$ cat src/rtl/conv_step_scheduler.sv
// Convolution step scheduler: walks the ocg/oy/ox/ky/kx/icg loop nest for one layer and
//   issues one PE step descriptor per cycle. First descriptor appears two cycles after start.
//   Descriptors are held stable while step_ready is low; counters advance only on handshake.
// Ports: start/abort control, latched layer geometry, busy/done/err status, step_* descriptor
//   stream (valid/ready), run_cycles/stall_cycles performance counters.
// Optional feature macro: SCHED_PERF_CNT_EN builds the performance counters; otherwise they read 0.
module conv_step_scheduler #(
    parameter int GROUP = 16
) (
    input  logic        clk,
    input  logic        rst_n,
    input  logic        start,
    input  logic        abort,
    input  logic [3:0]  kernel_h,
    input  logic [3:0]  kernel_w,
    input  logic [7:0]  input_h,
    input  logic [7:0]  input_w,
    input  logic [3:0]  stride,
    input  logic [3:0]  padding,
    input  logic [7:0]  output_h,
    input  logic [7:0]  output_w,
    input  logic [7:0]  input_channels,
    input  logic [7:0]  output_channels,
    output logic        busy,
    output logic        done,
    output logic        err,
    output logic        step_valid,
    input  logic        step_ready,
    output logic [3:0]  step_ocg,
    output logic [3:0]  step_icg,
    output logic [7:0]  step_oy,
    output logic [7:0]  step_ox,
    output logic [3:0]  step_ky,
    output logic [3:0]  step_kx,
    output logic [12:0] step_iy,
    output logic [12:0] step_ix,
    output logic        step_pad,
    output logic        step_first,
    output logic        step_last,
    output logic [31:0] run_cycles,
    output logic [31:0] stall_cycles
);
    localparam int GSH = $clog2(GROUP);

    typedef enum logic [1:0] {IDLE, CHECK, RUN, FIN} state_t;
    state_t state, state_nxt;

    // Shadow copy of the geometry, frozen for the whole layer.
    logic [3:0] sh_kh, sh_kw, sh_stride, sh_pad;
    logic [7:0] sh_ih, sh_iw, sh_oh, sh_ow, sh_ic, sh_oc;

    logic [3:0] ocg, icg, ky, kx;
    logic [7:0] oy, ox;

    // Group counts: ceil(channels/GROUP); up to 16 groups, so 5 bits.
    logic [8:0] ic_sum, oc_sum;
    logic [4:0] icg_n, ocg_n, icg_lim, ocg_lim;
    assign ic_sum  = {1'b0, sh_ic} + 9'(GROUP - 1);
    assign oc_sum  = {1'b0, sh_oc} + 9'(GROUP - 1);
    assign icg_n   = 5'(ic_sum >> GSH);
    assign ocg_n   = 5'(oc_sum >> GSH);
    assign icg_lim = icg_n - 5'd1;
    assign ocg_lim = ocg_n - 5'd1;

    logic cfg_bad;
    assign cfg_bad = (sh_kh == '0) || (sh_kw == '0) || (sh_oh == '0) || (sh_ow == '0) ||
                     (sh_stride == '0) || (sh_ic == '0) || (sh_oc == '0);

    // Per-counter wrap flags and the carry chain from innermost to outermost.
    logic icg_w, kx_w, ky_w, ox_w, oy_w, ocg_w;
    logic c_kx, c_ky, c_ox, c_oy, c_ocg, last_step, hs;
    assign icg_w = ({1'b0, icg} == icg_lim);
    assign kx_w  = (kx == sh_kw - 4'd1);
    assign ky_w  = (ky == sh_kh - 4'd1);
    assign ox_w  = (ox == sh_ow - 8'd1);
    assign oy_w  = (oy == sh_oh - 8'd1);
    assign ocg_w = ({1'b0, ocg} == ocg_lim);
    assign c_kx  = icg_w;
    assign c_ky  = c_kx & kx_w;
    assign c_ox  = c_ky & ky_w;
    assign c_oy  = c_ox & ox_w;
    assign c_ocg = c_oy & oy_w;
    assign last_step = c_ocg & ocg_w;
    // Abort wins over a same-cycle handshake.
    assign hs = step_valid && step_ready && !abort;

    // State register
    always_ff @(posedge clk or negedge rst_n) begin
        if (!rst_n) state <= IDLE;
        else        state <= state_nxt;
    end

    // Next-state logic
    always_comb begin
        state_nxt = state;
        case (state)
            IDLE:  if (start) state_nxt = CHECK;
            CHECK: if (abort) state_nxt = IDLE;
                   else if (cfg_bad) state_nxt = FIN;
                   else state_nxt = RUN;
            RUN:   if (abort) state_nxt = IDLE;
                   else if (hs && last_step) state_nxt = FIN;
            FIN:   state_nxt = IDLE;
            default: state_nxt = IDLE;
        endcase
    end

    // Output logic
    always_comb begin
        busy       = (state == CHECK) || (state == RUN);
        step_valid = (state == RUN);
    end

    // Shadow registers and sticky status
    always_ff @(posedge clk or negedge rst_n) begin
        if (!rst_n) begin
            {sh_kh, sh_kw, sh_stride, sh_pad} <= '0;
            {sh_ih, sh_iw, sh_oh, sh_ow, sh_ic, sh_oc} <= '0;
            done <= 1'b0;
            err  <= 1'b0;
        end else if (state == IDLE && start) begin
            sh_kh <= kernel_h;  sh_kw <= kernel_w;
            sh_ih <= input_h;   sh_iw <= input_w;
            sh_stride <= stride; sh_pad <= padding;
            sh_oh <= output_h;  sh_ow <= output_w;
            sh_ic <= input_channels; sh_oc <= output_channels;
            done <= 1'b0;
            err  <= 1'b0;
        end else begin
            if (state == CHECK && !abort && cfg_bad) err <= 1'b1;
            if (state != FIN && state_nxt == FIN)    done <= 1'b1;
        end
    end

    // Loop counters
    always_ff @(posedge clk or negedge rst_n) begin
        if (!rst_n) begin
            {ocg, icg, ky, kx} <= '0;
            {oy, ox} <= '0;
        end else if (state == CHECK) begin
            {ocg, icg, ky, kx} <= '0;
            {oy, ox} <= '0;
        end else if (state == RUN && hs) begin
            icg <= icg_w ? 4'd0 : icg + 4'd1;
            if (c_kx)  kx  <= kx_w  ? 4'd0 : kx  + 4'd1;
            if (c_ky)  ky  <= ky_w  ? 4'd0 : ky  + 4'd1;
            if (c_ox)  ox  <= ox_w  ? 8'd0 : ox  + 8'd1;
            if (c_oy)  oy  <= oy_w  ? 8'd0 : oy  + 8'd1;
            if (c_ocg) ocg <= ocg_w ? 4'd0 : ocg + 4'd1;
        end
    end

    // Input coordinates: 12-bit product plus tap minus padding, in 13-bit signed space.
    logic [11:0] base_y, base_x;
    logic signed [12:0] iy_c, ix_c;
    logic pad_c, in_run;
    assign base_y = 12'(oy) * 12'(sh_stride);
    assign base_x = 12'(ox) * 12'(sh_stride);
    assign iy_c = $signed({1'b0, base_y}) + $signed({9'd0, ky}) - $signed({9'd0, sh_pad});
    assign ix_c = $signed({1'b0, base_x}) + $signed({9'd0, kx}) - $signed({9'd0, sh_pad});
    assign pad_c = (iy_c < 13'sd0) || (iy_c >= $signed({5'd0, sh_ih})) ||
                   (ix_c < 13'sd0) || (ix_c >= $signed({5'd0, sh_iw}));

    // Fields read zero outside RUN so idle/reset descriptors are all-zero.
    assign in_run     = (state == RUN);
    assign step_ocg   = in_run ? ocg : '0;
    assign step_icg   = in_run ? icg : '0;
    assign step_oy    = in_run ? oy  : '0;
    assign step_ox    = in_run ? ox  : '0;
    assign step_ky    = in_run ? ky  : '0;
    assign step_kx    = in_run ? kx  : '0;
    assign step_iy    = in_run ? iy_c : '0;
    assign step_ix    = in_run ? ix_c : '0;
    assign step_pad   = in_run & pad_c;
    assign step_first = in_run & (ky == '0) & (kx == '0) & (icg == '0);
    assign step_last  = in_run & ky_w & kx_w & icg_w;

`ifdef SCHED_PERF_CNT_EN
    logic [31:0] run_q, stall_q;
    always_ff @(posedge clk or negedge rst_n) begin
        if (!rst_n) begin
            run_q   <= '0;
            stall_q <= '0;
        end else if (state == IDLE && start) begin
            run_q   <= '0;
            stall_q <= '0;
        end else if (state == RUN) begin
            if (run_q != '1) run_q <= run_q + 32'd1;
            if (!step_ready && stall_q != '1) stall_q <= stall_q + 32'd1;
        end
    end
    assign run_cycles   = run_q;
    assign stall_cycles = stall_q;
`else
    assign run_cycles   = '0;
    assign stall_cycles = '0;
`endif

endmodule

$ cat config.mk
export PLATFORM = sky130hd
export DESIGN_NAME = conv_step_scheduler
export DESIGN_NICKNAME = d
export VERILOG_FILES = /design/src/rtl/conv_step_scheduler.sv
export SDC_FILE = /design/constraint.sdc
export NUM_CORES = 1
export LEC_CHECK = 0
export BUFFER_PORTS_ARGS = -buffer_cell sky130_fd_sc_hd__buf_2
export CORE_MARGIN = 2
export CORE_UTILIZATION = 61
export CTS_CLUSTER_DIAMETER = 120
export CTS_CLUSTER_SIZE = 10
export DETAILED_ROUTE_END_ITERATION = 16
export HOLD_SLACK_MARGIN = 0.02
export PLACE_DENSITY = 0.9
export SLEW_MARGIN = 25
export SYNTH_ARGS = -nofsm -noshare
export SYNTH_HDL_FRONTEND = slang
export SYNTH_SLANG_ARGS = --single-unit
$ cat constraint.sdc
create_clock -name clk -period 8.64 [get_ports clk]
set_clock_uncertainty 0.2 [all_clocks]
set_input_delay 0.432 -clock clk [delete_from_list [all_inputs] [get_ports clk]]
set_output_delay 0.432 -clock clk [all_outputs]
set_load 0.02 [all_outputs]
== Word-level counts from Yosys, hierarchy flattened ==
Index checks and enable logic that the tools add are counted.
Cells by class
  $add $sub $neg: 18
  $mul: 2
  order comparisons: 4
  equal/unequal tests: 11
  mux-type cells: 41
  bitwise operators: 12
  reductions and logical operators: 43
Operator list (count)
  2-to-1 mux 8 bit: 10
  2-to-1 mux 4 bit: 19
  zero test 8 bit: 4
  adder 12 x 4 -> 13 bit: 2
  greater-or-equal comparator 13 x 9 -> 1 bit: 2
  less-than comparator 13 x 1 -> 1 bit (second input constant): 2
  2-to-1 mux 13 bit: 2
  subtractor 13 x 5 -> 13 bit: 2
  zero test 4 bit: 6
  multiplier 8 x 4 -> 12 bit: 2
  adder 8 x 4 -> 9 bit (second input constant): 2
  adder 4 x 1 -> 4 bit (second input constant): 4
  adder 8 x 1 -> 8 bit (second input constant): 2
  == test 8 bit: 2
  nonzero test 2 bit: 8
  subtractor 8 x 1 -> 8 bit (second input constant): 2
  AND 1 bit: 12
  == test 4 x 5 -> 1 bit: 2
  logical OR 1 bit: 10
  AND reduction 2 bit: 5
  subtractor 5 x 1 -> 5 bit (second input constant): 2
  == test 4 bit: 2
  logical AND 1 bit: 8
  2-to-1 mux 2 bit: 4
  other kinds (8): 15
Storage, ports and cells
  register bits: 100
  input bits: 69
  output and inout port bits: 129

== Logic depth before layout (Yosys ltp) ==
  depth after elaboration: 16
  depth in mapped cells: 22
  mapped depth without buffers: 21

== Worst setup path before layout ==
OpenSTA, ideal clock, no wires.
  path kind: register to output
  start: reg sh_stride[3]
  end: out step_pad
  arrival: 4.905 ns
  required time: 8.008 ns
  slack: 3.103 ns
  cell stages (with the launch flop): 19
  buffers on the path: 2
  cells stage by stage: dfrtp_1 -> clkbuf_1 -> clkbuf_1 -> nand2_1 -> fa_1 -> fa_1 -> fa_1 -> inv_1 -> fa_1 -> a21oi_1 -> o21bai_1 -> xor2_1 -> ha_1 -> and3_1 -> a311oi_1 -> nand2_1 -> a2111oi_0 -> nand4bb_1 -> o41a_1
Between the ends
  longest elaborated chain between the ends: 8
RTL lines
  start, declared: line 49  | logic [3:0] sh_kh, sh_kw, sh_stride, sh_pad;
  start signal, assigned: line 124  | sh_stride <= stride; sh_pad <= padding;
  multiplier 8 x 4 -> 12 bit: line 157  | assign base_y = 12'(oy) * 12'(sh_stride);
  adder 12 x 4 -> 13 bit: line 159  | assign iy_c = $signed({1'b0, base_y}) + $signed({9'd0, ky}) - $signed({9'd0, sh_pad});
  subtractor 13 x 5 -> 13 bit: line 159
  less-than comparator 13 x 1 -> 1 bit or greater-or-equal comparator 13 x 9 -> 1 bit (tied branches): line 161  | assign pad_c = (iy_c < 13'sd0) || (iy_c >= $signed({5'd0, sh_ih})) ||
  logical OR 1 bit (2 in series): line 161
  logical OR 1 bit (*): line 162  | (ix_c < 13'sd0) || (ix_c >= $signed({5'd0, sh_iw}));
  AND 1 bit (*): line 174  | assign step_pad = in_run & pad_c;
  end, declared: line 37  | output logic step_pad,
Mark *: on every way between the ends. The rest lies on a longest branch, timed or not.

== Final worst setup path ==
Same ends and word-level chain as after synthesis.

==> run_results.csv <==
group,metric,value,unit
detailed_routing,via_count,7552,
worst_setup_path,required,8.01,ns
finish,syn_to_final_growth,9.11,%
detailed_routing,drt_wl_total,21100,microns
finish,drive_above_1_share,19.9,%
clocking,cts_buffers,9,
worst_setup_path,start_kind,"register",
clocking,hold_buffers,1,
clocking,htreeDepth,3,
worst_setup_path,cp.arrival,5.59,ns
floorplan,dieArea,16700,sq um
floorplan,start_util,62.7,%
sta,slew_headroom,40.8,%
floorplan,io_pins,198,
synth,syn_inst,1065,
synth,yosysWarnings,0,
synth,synth_flop_cell,"dfrtp_1",
placement,hpwl,16200,microns
worst_setup_path,critPathBufInv,2,
power_and_ir_drop,switching_power,1.47,mW
clocking,path_clk_slew,0.08,ns
synth,yosys-top-cells-count,"inv_1, dfrtp_1, ha_1",
placement,gp_congestion,0.885,
clocking,cts_tree,"done",
worst_setup_path,critPathCaptureType,"output port",
power_and_ir_drop,ir_worst_vdd,0.000213,V
sta,grt_setup_unrepaired,"false",
floorplan,core_region_area,15300,sq um
sta,tns,0,ns
placement,port_buffers,133,
global_route,grt_pass1_wl,34100,microns
synth,synthSimpleGateAreaFrac,17.7,%
finish,multi_input_area,6080,sq um
hold_path,hold_class,"in -> reg",
finish,stdcell_count,1384,
worst_setup_path,critPathMaxFanout,18,
detailed_routing,dr.pass1.iters,5,
synth,synthTopCellsByArea,"dfrtp_1, ha_1, fa_1",
synth,seq_area_frac_synth,26.1,%
floorplan,die-width,129,microns
finish,fin_nets,1369,
finish,n_fill_cell,1161,
clocking,cts-resized-gates,0,
sta,period_share,72.1,%
synth,yosysMostFrequentCell,"inv_1",
clocking,cts.path.max_buffers,2,
floorplan,fp.dieH,129,microns
status,status,"finished, final reports clean",
detailed_routing,wire_per_inst,15.2,microns
global_route,grt.total_usage,25.8,%
floorplan,rows,45,
global_route,grt_pass1_vias,7257,
synth,yosysTopAreaCellShare,26.1,%
synth,synth-compound-area-share,8.17,%
synth,synth.avg_cell_area,8.99,sq um
power_and_ir_drop,clockPowerShare,13.8,%
worst_setup_path,critical-path-max-stage-delay,0.73,ns
synth,synth_top_family_by_area,"adder cells",
worst_setup_path,cp_cell_sequence,"nand2_1, fa_1, fa_1, fa_1, inv_1, ha_1, a21o_1, a211oi_1, nor2_1, nor2_1, xnor2_1, ha_1, and3_1, nand4_1, nand2_1, a2111oi_0, nand4bb_1, o41a_1, buf_2",
synth,synth_xor_area_share,6.37,%
detailed_routing,ant_nets,0,
sta,slew_viol_final,0,
sta,setup_viol,0,
synth,synthAdderAreaFrac,20.5,%
power_and_ir_drop,pwr-share-comb,59.5,%
worst_setup_path,slowest_stage,"dfrtp_1",
flow_run,maxCapViolations,0,
detailed_routing,drc,0,
sta,worst_slew_pin_slew,0.888,ns
synth,syn_area,9570,sq um
global_route,grt_max_degree,68,
worst_setup_path,crit_family,"adder cells",
synth,synthMuxAreaShare,8.08,%
power_and_ir_drop,p_leak,5.30,nW
clocking,post_cts_buffers,0,
power_and_ir_drop,power.share.switching,45.5,%
synth,yosys.area.top_type,"dfrtp_1",
global_route,grt_overflow_total,0,
finish,final-seq-area,2500,sq um
power_and_ir_drop,power.share.sequential,26.6,%
sta,hold_viol,0,
detailed_routing,drt_iter0_markers,579,
synth,synth_cell_types,66,
clocking,cts_sinks,100,
synth,async_reset_ff_share,100,%
global_route,grt_antenna_before_repair,0,
clocking,clock_latency,0.36,ns
worst_setup_path,cpMostUsedCell,"fa_1",
worst_setup_path,worstSetupPathType,"reg -> out",
sta,max_freq,161,MHz
power_and_ir_drop,p_per_area,309,nW/um^2
sta,layout_min_cycle_time,6.23,ns
detailed_routing,vias_per_cell,5.46,
power_and_ir_drop,p_int,1.76,mW
clocking,clockRootBuffer,"clkbuf_16",
synth,synth_edf_count,0,
synth,ys_ff_latch,100,
placement,dpl.cell_count,1366,
## sequential cells by signal, summed over array words and instances (netlist names), 8 cells and up
| name | count |
|---|---|
| sh_ic | 8 |
| sh_ih | 8 |
| oy | 8 |
| sh_oh | 8 |
| sh_ow | 8 |
| sh_iw | 8 |
| ox | 8 |
| sh_oc | 8 |
## metrics by stage
step / cell area, sq um / hold WS [ns] / setup WS (ns) / utilization [%] / total power [mW]
final: 10400 / 0.0974 / 2.41 / 68.5 / 3.22
after global routing: 10400 / 0.0893 / 1.88 / 68.4 / 3.52
after floorplan: 9810 / -0.0636 / 3.10 / - / 2.31
after CTS: 10400 / 0.0848 / 2.42 / 68.4 / 3.23
after global placement: 10100 / 0.212 / 3.00 / 66.2 / 2.64
after detailed placement: 10100 / 0.211 / 2.84 / 66.2 / 2.76
## worst reg2reg max path: cells and delay by family (launching register included)
family | cells | cell delay [ns]
simple gates | 6 | 1.95
compound gates | 4 | 0.74
flops | 1 | 0.40
fa+ha+maj | 1 | 0.27
buf+inv | 1 | 0.21
xor+xnor | 1 | 0.15
## final timing paths
kind	from	to	slack, ns	cells past startpoint
worst min register to register	done	done	0.30	1
worst min-delay path	input_channels[1]	sh_ic[1]	0.1	2
worst max-delay path	sh_stride[3]	step_pad	2.41	19
max in group asynchronous	rst_n	sh_kw[3]	6.64	3
min in group asynchronous	rst_n	sh_stride[3]	0.36	2
worst max register to register	sh_ic[3]	oy[7]	4.62	13
## area by class of cell
| type | count | area share, % |
|---|---|---|
| Sequential cell | 100 | 24.0 |
| Tap cell | 211 | 2.53 |
| Multi-Input combinational cell | 767 | 58.2 |
| Antenna cell | 1 | 0.0240 |
| Clock inverter | 7 | 0.958 |
| Clock buffer | 9 | 2.16 |
| Timing Repair Buffer | 137 | 6.71 |
| Inverter | 152 | 5.46 |
## power groups by stage
stage / sequential (mW) / clock [mW] / combinational [mW]
after global placement: 0.845 / 0 / 1.80
after CTS: 0.851 / 0.454 / 1.92
after detailed placement: 0.858 / 0 / 1.90
after floorplan: 0.752 / 0 / 1.56
final: 0.858 / 0.445 / 1.92
after global routing: 0.886 / 0.469 / 2.16
## kinds of logic after synthesis
group,after synthesis
fa+ha+maj,133
buf+inv,261
mux,69
flops,100
simple gates,314
compound gates,119
xor+xnor,68
other cells,1
## layout by cell type (no fill, tap or decap), types with 4 or more instances in the layout
cell type,Yosys,final
and3_1,11,11
ha_1,93,91
fa_1,40,40
nand3_1,13,13
xor2_1,27,27
inv_1,152,152
nand4_1,10,10
and2_1,79,79
or3_1,7,7
a31oi_1,5,5
buf_2,5,132
nand2_1,79,78
nor3b_1,6,6
xnor2_1,40,40
o21a_1,8,8
o21bai_1,6,6
nor4_1,6,6
clkbuf_16,0,9
nor3_1,28,28
nor2b_1,13,13
conb_1,1,64
mux2_2,66,66
buf_4,65,4
dfrtp_1,100,100
o21ai_0,35,35
nor2_1,37,37
a21oi_1,28,28
a21o_1,7,7
## per-layer routing
metal / vias up / part of all wire (%) / GRT usage (%)
met5: - / 0 / 0
li1: 3569 / - / -
met1: 3697 / 41 / 32.2
met3: 34 / 6.0 / 5.28
met4: 0 / 2.3 / 8.89
met2: 252 / 51 / 44.8
(Power assumes the default switching activity.)
